`src/rtl/alu_pkg.sv`:
```
// Shared definitions for the ALU command issuer: opcodes, FSM state
// encoding and response error codes.
package alu_pkg;

  // Opcode map. 0000..1010 are legal; 1011..1111 are rejected.
  localparam logic [3:0] OP_AND = 4'b0000;
  localparam logic [3:0] OP_OR  = 4'b0001;
  localparam logic [3:0] OP_XOR = 4'b0010;
  localparam logic [3:0] OP_NOT = 4'b0011;
  localparam logic [3:0] OP_SHL = 4'b0100;
  localparam logic [3:0] OP_SHR = 4'b0101;
  localparam logic [3:0] OP_CMP = 4'b0110;
  localparam logic [3:0] OP_ADD = 4'b0111;
  localparam logic [3:0] OP_SUB = 4'b1000;
  localparam logic [3:0] OP_MUL = 4'b1001;
  localparam logic [3:0] OP_DIV = 4'b1010;

  // Issuer FSM states.
  typedef enum logic [1:0] {
    S_IDLE  = 2'd0,
    S_ISSUE = 2'd1,
    S_WAIT  = 2'd2,
    S_RESP  = 2'd3
  } state_t;

  // Response error codes.
  localparam logic [1:0] ERR_OK      = 2'b00;
  localparam logic [1:0] ERR_ILLEGAL = 2'b01;
  localparam logic [1:0] ERR_DIV0    = 2'b10;
  localparam logic [1:0] ERR_TIMEOUT = 2'b11;

  // True for opcodes the ALU understands.
  function automatic logic op_is_legal(input logic [3:0] op);
    return (op <= OP_DIV);
  endfunction

endpackage

```
`src/rtl/alu_command_issuer.sv`:
```
// ALU command issuer: accepts one command at a time, screens out illegal
// opcodes and divide-by-zero, pulses alu_start, waits (bounded) for
// alu_done and holds the response until the consumer takes it.
//
// Handshakes: a transfer happens on a rising edge where valid and ready are
// both 1. cmd_ready is 1 only in IDLE. rsp_valid is 1 only in RESP, and
// rsp_result/rsp_error do not change while rsp_valid is 1 and rsp_ready is 0.
//
// Timing for a legal op whose alu_done comes the cycle after alu_start:
// cycle 1 IDLE (accept), cycle 2 ISSUE (alu_start), cycle 3 WAIT (alu_done),
// cycle 4 RESP (rsp_valid).
module alu_command_issuer
  import alu_pkg::*;
#(
  parameter int WIDTH   = 8,
  parameter int TIMEOUT = 16
) (
  input  logic                 clk,
  input  logic                 rst_n,
  input  logic                 cmd_valid,
  output logic                 cmd_ready,
  input  logic [3:0]           cmd_op,
  input  logic [WIDTH-1:0]     cmd_a,
  input  logic [WIDTH-1:0]     cmd_b,
  output logic [3:0]           operation_type,
  output logic [WIDTH-1:0]     alu_a,
  output logic [WIDTH-1:0]     alu_b,
  output logic                 alu_start,
  input  logic                 alu_done,
  input  logic [2*WIDTH-1:0]   alu_result,
  output logic                 rsp_valid,
  input  logic                 rsp_ready,
  output logic [2*WIDTH-1:0]   rsp_result,
  output logic [1:0]           rsp_error,
  output logic [1:0]           dbg_state
);

  // Wait counter counts 0..TIMEOUT-1; TIMEOUT is expected to be at least 2.
  localparam int              CNT_W    = (TIMEOUT > 1) ? $clog2(TIMEOUT) : 1;
  localparam logic [CNT_W-1:0] CNT_LAST = CNT_W'(TIMEOUT - 1);

  state_t              r_state;
  state_t              w_next;
  logic [3:0]          r_op;
  logic [WIDTH-1:0]    r_a;
  logic [WIDTH-1:0]    r_b;
  logic [CNT_W-1:0]    r_cnt;
  logic [2*WIDTH-1:0]  r_result;
  logic [1:0]          r_error;

  logic w_accept;
  logic w_illegal;
  logic w_div0;
  logic w_timeout;

  assign w_accept  = (r_state == S_IDLE) && cmd_valid;
  assign w_illegal = !op_is_legal(cmd_op);
  assign w_div0    = (cmd_op == OP_DIV) && (cmd_b == '0);
  assign w_timeout = (r_cnt == CNT_LAST);

  // Next-state logic; alu_done only matters in WAIT, where it beats timeout.
  always_comb begin
    w_next = r_state;
    case (r_state)
      S_IDLE: begin
        if (w_accept) begin
          if (w_illegal || w_div0) w_next = S_RESP;
          else                     w_next = S_ISSUE;
        end
      end
      S_ISSUE: w_next = S_WAIT;
      S_WAIT: begin
        if (alu_done || w_timeout) w_next = S_RESP;
      end
      S_RESP: begin
        if (rsp_ready) w_next = S_IDLE;
      end
      default: w_next = S_IDLE;
    endcase
  end

  // State-decoded handshake and start outputs.
  always_comb begin
    cmd_ready = 1'b0;
    alu_start = 1'b0;
    rsp_valid = 1'b0;
    case (r_state)
      S_IDLE:  cmd_ready = 1'b1;
      S_ISSUE: alu_start = 1'b1;
      S_RESP:  rsp_valid = 1'b1;
      default: ;
    endcase
  end

  // State register.
  always_ff @(posedge clk) begin
    if (!rst_n) r_state <= S_IDLE;
    else        r_state <= w_next;
  end

  // Operand capture on acceptance; held untouched until the next acceptance.
  always_ff @(posedge clk) begin
    if (!rst_n) begin
      r_op <= '0;
      r_a  <= '0;
      r_b  <= '0;
    end else if (w_accept) begin
      r_op <= cmd_op;
      r_a  <= cmd_a;
      r_b  <= cmd_b;
    end
  end

  // Wait counter: zeroed while in ISSUE so it reads 0 on the first WAIT cycle.
  always_ff @(posedge clk) begin
    if (!rst_n)                  r_cnt <= '0;
    else if (r_state == S_ISSUE) r_cnt <= '0;
    else if (r_state == S_WAIT)  r_cnt <= r_cnt + CNT_W'(1);
  end

  // Response capture: rejects in IDLE, ALU result or timeout in WAIT.
  always_ff @(posedge clk) begin
    if (!rst_n) begin
      r_result <= '0;
      r_error  <= ERR_OK;
    end else begin
      case (r_state)
        S_IDLE: begin
          if (w_accept && w_illegal) begin
            r_result <= '0;
            r_error  <= ERR_ILLEGAL;
          end else if (w_accept && w_div0) begin
            r_result <= '0;
            r_error  <= ERR_DIV0;
          end
        end
        S_WAIT: begin
          if (alu_done) begin
            r_result <= alu_result;
            r_error  <= ERR_OK;
          end else if (w_timeout) begin
            r_result <= '0;
            r_error  <= ERR_TIMEOUT;
          end
        end
        default: ;
      endcase
    end
  end

  assign operation_type = r_op;
  assign alu_a          = r_a;
  assign alu_b          = r_b;
  assign rsp_result     = r_result;
  assign rsp_error      = r_error;
  assign dbg_state      = r_state;

endmodule

```
`config.mk`:
```
export PLATFORM = sky130hd
export DESIGN_NAME = alu_command_issuer
export DESIGN_NICKNAME = d
export VERILOG_FILES = /design/src/rtl/alu_pkg.sv /design/src/rtl/alu_command_issuer.sv
export SDC_FILE = /design/constraint.sdc
export NUM_CORES = 1
export LEC_CHECK = 0
export CAP_MARGIN = 20
export CELL_PAD_IN_SITES_DETAIL_PLACEMENT = 2
export CELL_PAD_IN_SITES_GLOBAL_PLACEMENT = 2
export CORE_ASPECT_RATIO = 1.75
export CORE_MARGIN = 5
export CORE_UTILIZATION = 24
export CTS_CLUSTER_DIAMETER = 40
export DETAILED_ROUTE_END_ITERATION = 7
export PLACE_DENSITY = 0.81
export SLEW_MARGIN = 5
export SYNTH_ARGS = -nofsm -noshare
export SYNTH_HDL_FRONTEND = slang
export SYNTH_SLANG_ARGS = --single-unit
```
`constraint.sdc`:
```
create_clock -name clk -period 4.6 [get_ports clk]
set_input_delay 0.92 -clock clk [delete_from_list [all_inputs] [get_ports clk]]
set_output_delay 0.92 -clock clk [all_outputs]
set_load 0.1 [all_outputs]
```
==> impl_metrics.csv <==
group,metric,value,unit
run_status,status,"completed",
die,fp.dieW,76.4,µm
routing,ant_nets,0,
timing,period_minus_slack,3.18,ns
die,dieArea,0.00964,mm²
worst_setup_path,regToRegStartpoint,"dbg_state[1]$_SDFFE_PN0P_",
place,post-place-ws,1.58,ns
synth,synth_xor_area_share,1.42,%
worst_setup_path,crit_chain,"inv_1 > ha_1 > clkdlybuf4s50_1",
clock_network,hold_buffers,0,
synth,synth_compound_area_share,8.99,%
pwr,seqPwrFrac,28.5,%
timing,setup_ws,1.42,ns
worst_setup_path,ff2ff_path_depth,7,
cells_and_area,drive_gt1_share,4.39,%
cells_and_area,layoutNonFillerInstCount,384,
worst_setup_path,reg2reg_slack,2.26,ns
clock_network,clkTransAtPathRegs,0.06,ns
routing,vias,1772,
clock_network,worstSkewPairLatency,0.28,ns
timing,tightest_slew,1.00,ns
cells_and_area,final_util,38.0,%
pwr,power.density,572,mW/mm²
place,place_area,0.00273,mm²
worst_setup_path,cp_max_fo,8,
routing,drt_first_iter_violations,59,
cells_and_area,final_area,0.00288,mm²
global_routing,grt_max_degree,23,
clock_network,cts.sinks,44,
worst_setup_path,cpMaxStageDelayCell,"clkdlybuf4s50_1",
worst_setup_path,crit_path_start_kind,"flip-flop",
synth,ys_top_cells_by_area,"dfxtp_1 48%, nand2_1 16%, mux2i_1 10%",
cells_and_area,area_growth,55.4,%
global_routing,grt_first_pass_wirelength,10.0,mm
pwr,combPwrFrac,49.7,%
pwr,netSwitchingFraction,47.6,%
routing,firstDrtPassIters,4,
worst_setup_path,endpoint_kind,"output pin",
cells_and_area,nets,341,
place,dpl.cell_count,376,
die,start_util,24.5,%
synth,synth_top_family_by_area,"simple AND/OR/NAND/NOR gates",
worst_hold_path,holdPathEnd,"rsp_result[6]$_SDFFE_PN0P_",
routing,viasPerCell,4.61,
global_routing,antenna_found_initial,0,
pwr,leakage,1.13,nW
clock_network,cts_setup_buffers,0,
synth,syn_inst,216,
worst_setup_path,cp.buffers_inverters,2,
cells_and_area,multi_input_area,870,µm²
clock_network,cts-resized-gates,0,
cells_and_area,final.fill_count,867,
routing,routed_wl,6.04,mm
worst_setup_path,cp_top_family,"buffers and inverters",
global_routing,grt_use_total,12.9,%
clock_network,cts-root-buf,"clkbuf_16",
die,die_y,126,µm
synth,synth_fa_ha_area_share,3.38,%
clock_network,cts_max_level,2,
timing,rsz0062_at_grt,"false",
timing,setup_violations,0,
worst_setup_path,reg2reg_to,"rsp_result[12]$_SDFFE_PN0P_",
timing,fmax,314,MHz
synth,yosysTopAreaCellShare,47.6,%
synth,seq_area_frac_synth,47.6,%
die,pin_count,84,
worst_hold_path,worstHoldPathCells,2,
synth,synth_area,0.00185,mm²
timing,hold_viol,0,
cells_and_area,seqCellArea,881,µm²
global_routing,grt_pass1_vias,1999,
worst_hold_path,hp-start,"rsp_result[6]$_SDFFE_PN0P_",
routing,wl_per_cell,15.7,µm
pwr,p_int,861,µW
pwr,peakVddDrop,224,µV
run,max-cap-violations,0,
pwr,power,1.64,mW
synth,synth_top_area_cell,"dfxtp_1",
timing,finalSetupTns,0,ns
cells_and_area,diodes,0,
synth,postSynthAreaPerCell,8.57,µm²
timing,finClkSkew,0.00435,ns
place,routabilityCongestion,0.734,
synth,ys_types,29,
cells_and_area,layout_common_cells,"83 x clkdlybuf4s50_1, 78 x nand2_1, 44 x dfxtp_1",
clock_network,cts_made_buffers,5,
place,port_buffers,83,
timing,drv_slew,0,
worst_setup_path,worstSetupStartpoint,"dbg_state[1]$_SDFFE_PN0P_",
worst_setup_path,worstPathArrival,2.26,ns
pwr,pwr-share-clk,21.8,%
synth,yosys.area_share.simple,22.7,%
place,dpl.hpwl,4.73,mm
worst_setup_path,worstPathRequired,3.68,ns
cells_and_area,layout_commonest_cell,"clkdlybuf4s50_1",
clock_network,clock_path_buffers,2,
worst_setup_path,cpPeakStageDelay,1.20,ns
timing,slew_headroom,33.0,%
routing,drc_errors,0,
synth,ys_seq_elements,44,
synth,yosys_warnings,0,
die,core,0.00757,mm²
global_routing,grt.overflow.total,0,
worst_hold_path,hold_class,"reg2reg",
die,num_rows,42,
synth,synthMuxAreaShare,10.3,%
worst_setup_path,path_class,"reg2out",
timing,hold_ws,0.459,ns
timing,timing.final.crit_share,69.2,%
synth,syn_nets,262,
clock_network,cts_tree,"yes",
pwr,switchingPower,784,µW
worst register-to-register path, cell delays in order, from the launching register on:
cell and delay, ns:
dfxtp_1 0.43, inv_1 0.10, ha_1 0.29, nand2_1 0.61, a22oi_1 0.17, o21ai_2 0.10
buf_4 0.32, mux2i_1 0.25
flip-flops by register name, indices dropped and copies added (netlist names):
name	flops
alu_b	8
rsp_error	2
operation_type	4
dbg_state	2
rsp_result	16
r_cnt	4
alu_a	8
area by class of cell:
type,instances,area share (%)
Clock buffer,8,5.09
Tap cell,88,3.83
Sequential cell,44,30.6
Inverter,6,0.783
Multi-Input combinational cell,153,30.2
Timing Repair Buffer,85,29.4
logic make-up after synthesis:
group,after synthesis
XOR/XNOR,3
multiplexers,19
flip-flops,44
buffers and inverters,19
AND/OR/NAND/NOR,96
AO/OA/AOI/OAI,30
adder cells (fa/ha/maj),5
synthesized netlist by cell type:
master / count
o21ai_0: 2
and3_1: 2
nor4_2: 1
dfxtp_1: 44
nand2_1: 78
clkbuf_1: 9
a211oi_1: 1
buf_2: 1
xnor2_1: 1
nor4b_2: 2
nand2b_1: 2
buf_12: 1
a211o_1: 1
and2_1: 1
nand3_1: 1
nor2b_4: 1
ha_1: 5
a22oi_1: 1
nor4_1: 1
o22ai_1: 2
xor2_1: 2
nor2_1: 6
a21oi_1: 21
buf_6: 2
inv_1: 6
nand4_1: 1
o21ai_1: 1
a222oi_1: 1
mux2i_1: 19
per-layer routing:
layer,global-route usage (%),part of all wire [%]
met1,12.9,37
met2,24.9,57
met3,3.50,5.3
met4,4.02,1.3
met5,0,0
worst max-delay path by stage:
stage	slack [ns]	cells after the start	end
3_5_place_dp	1.58	4	rsp_error[1]$_SDFFE_PN0P_
3_3_place_gp	1.65	4	rsp_error[1]$_SDFFE_PN0P_
4_1_cts	1.41	3	cmd_ready
2_1_floorplan	1.74	1	rsp_valid
6_report	1.42	3	cmd_ready
5_1_grt	1.31	3	cmd_ready
power by group through the flow:
stage	Sequential, mW	Clock, mW	Combinational, mW
3_3_place_gp	0.475	0	0.816
3_5_place_dp	0.478	0	0.826
4_1_cts	0.470	0.376	0.829
6_report	0.469	0.358	0.817
5_1_grt	0.476	0.389	0.858
2_1_floorplan	0.809	0	0.303
(Power assumes the default switching activity.)
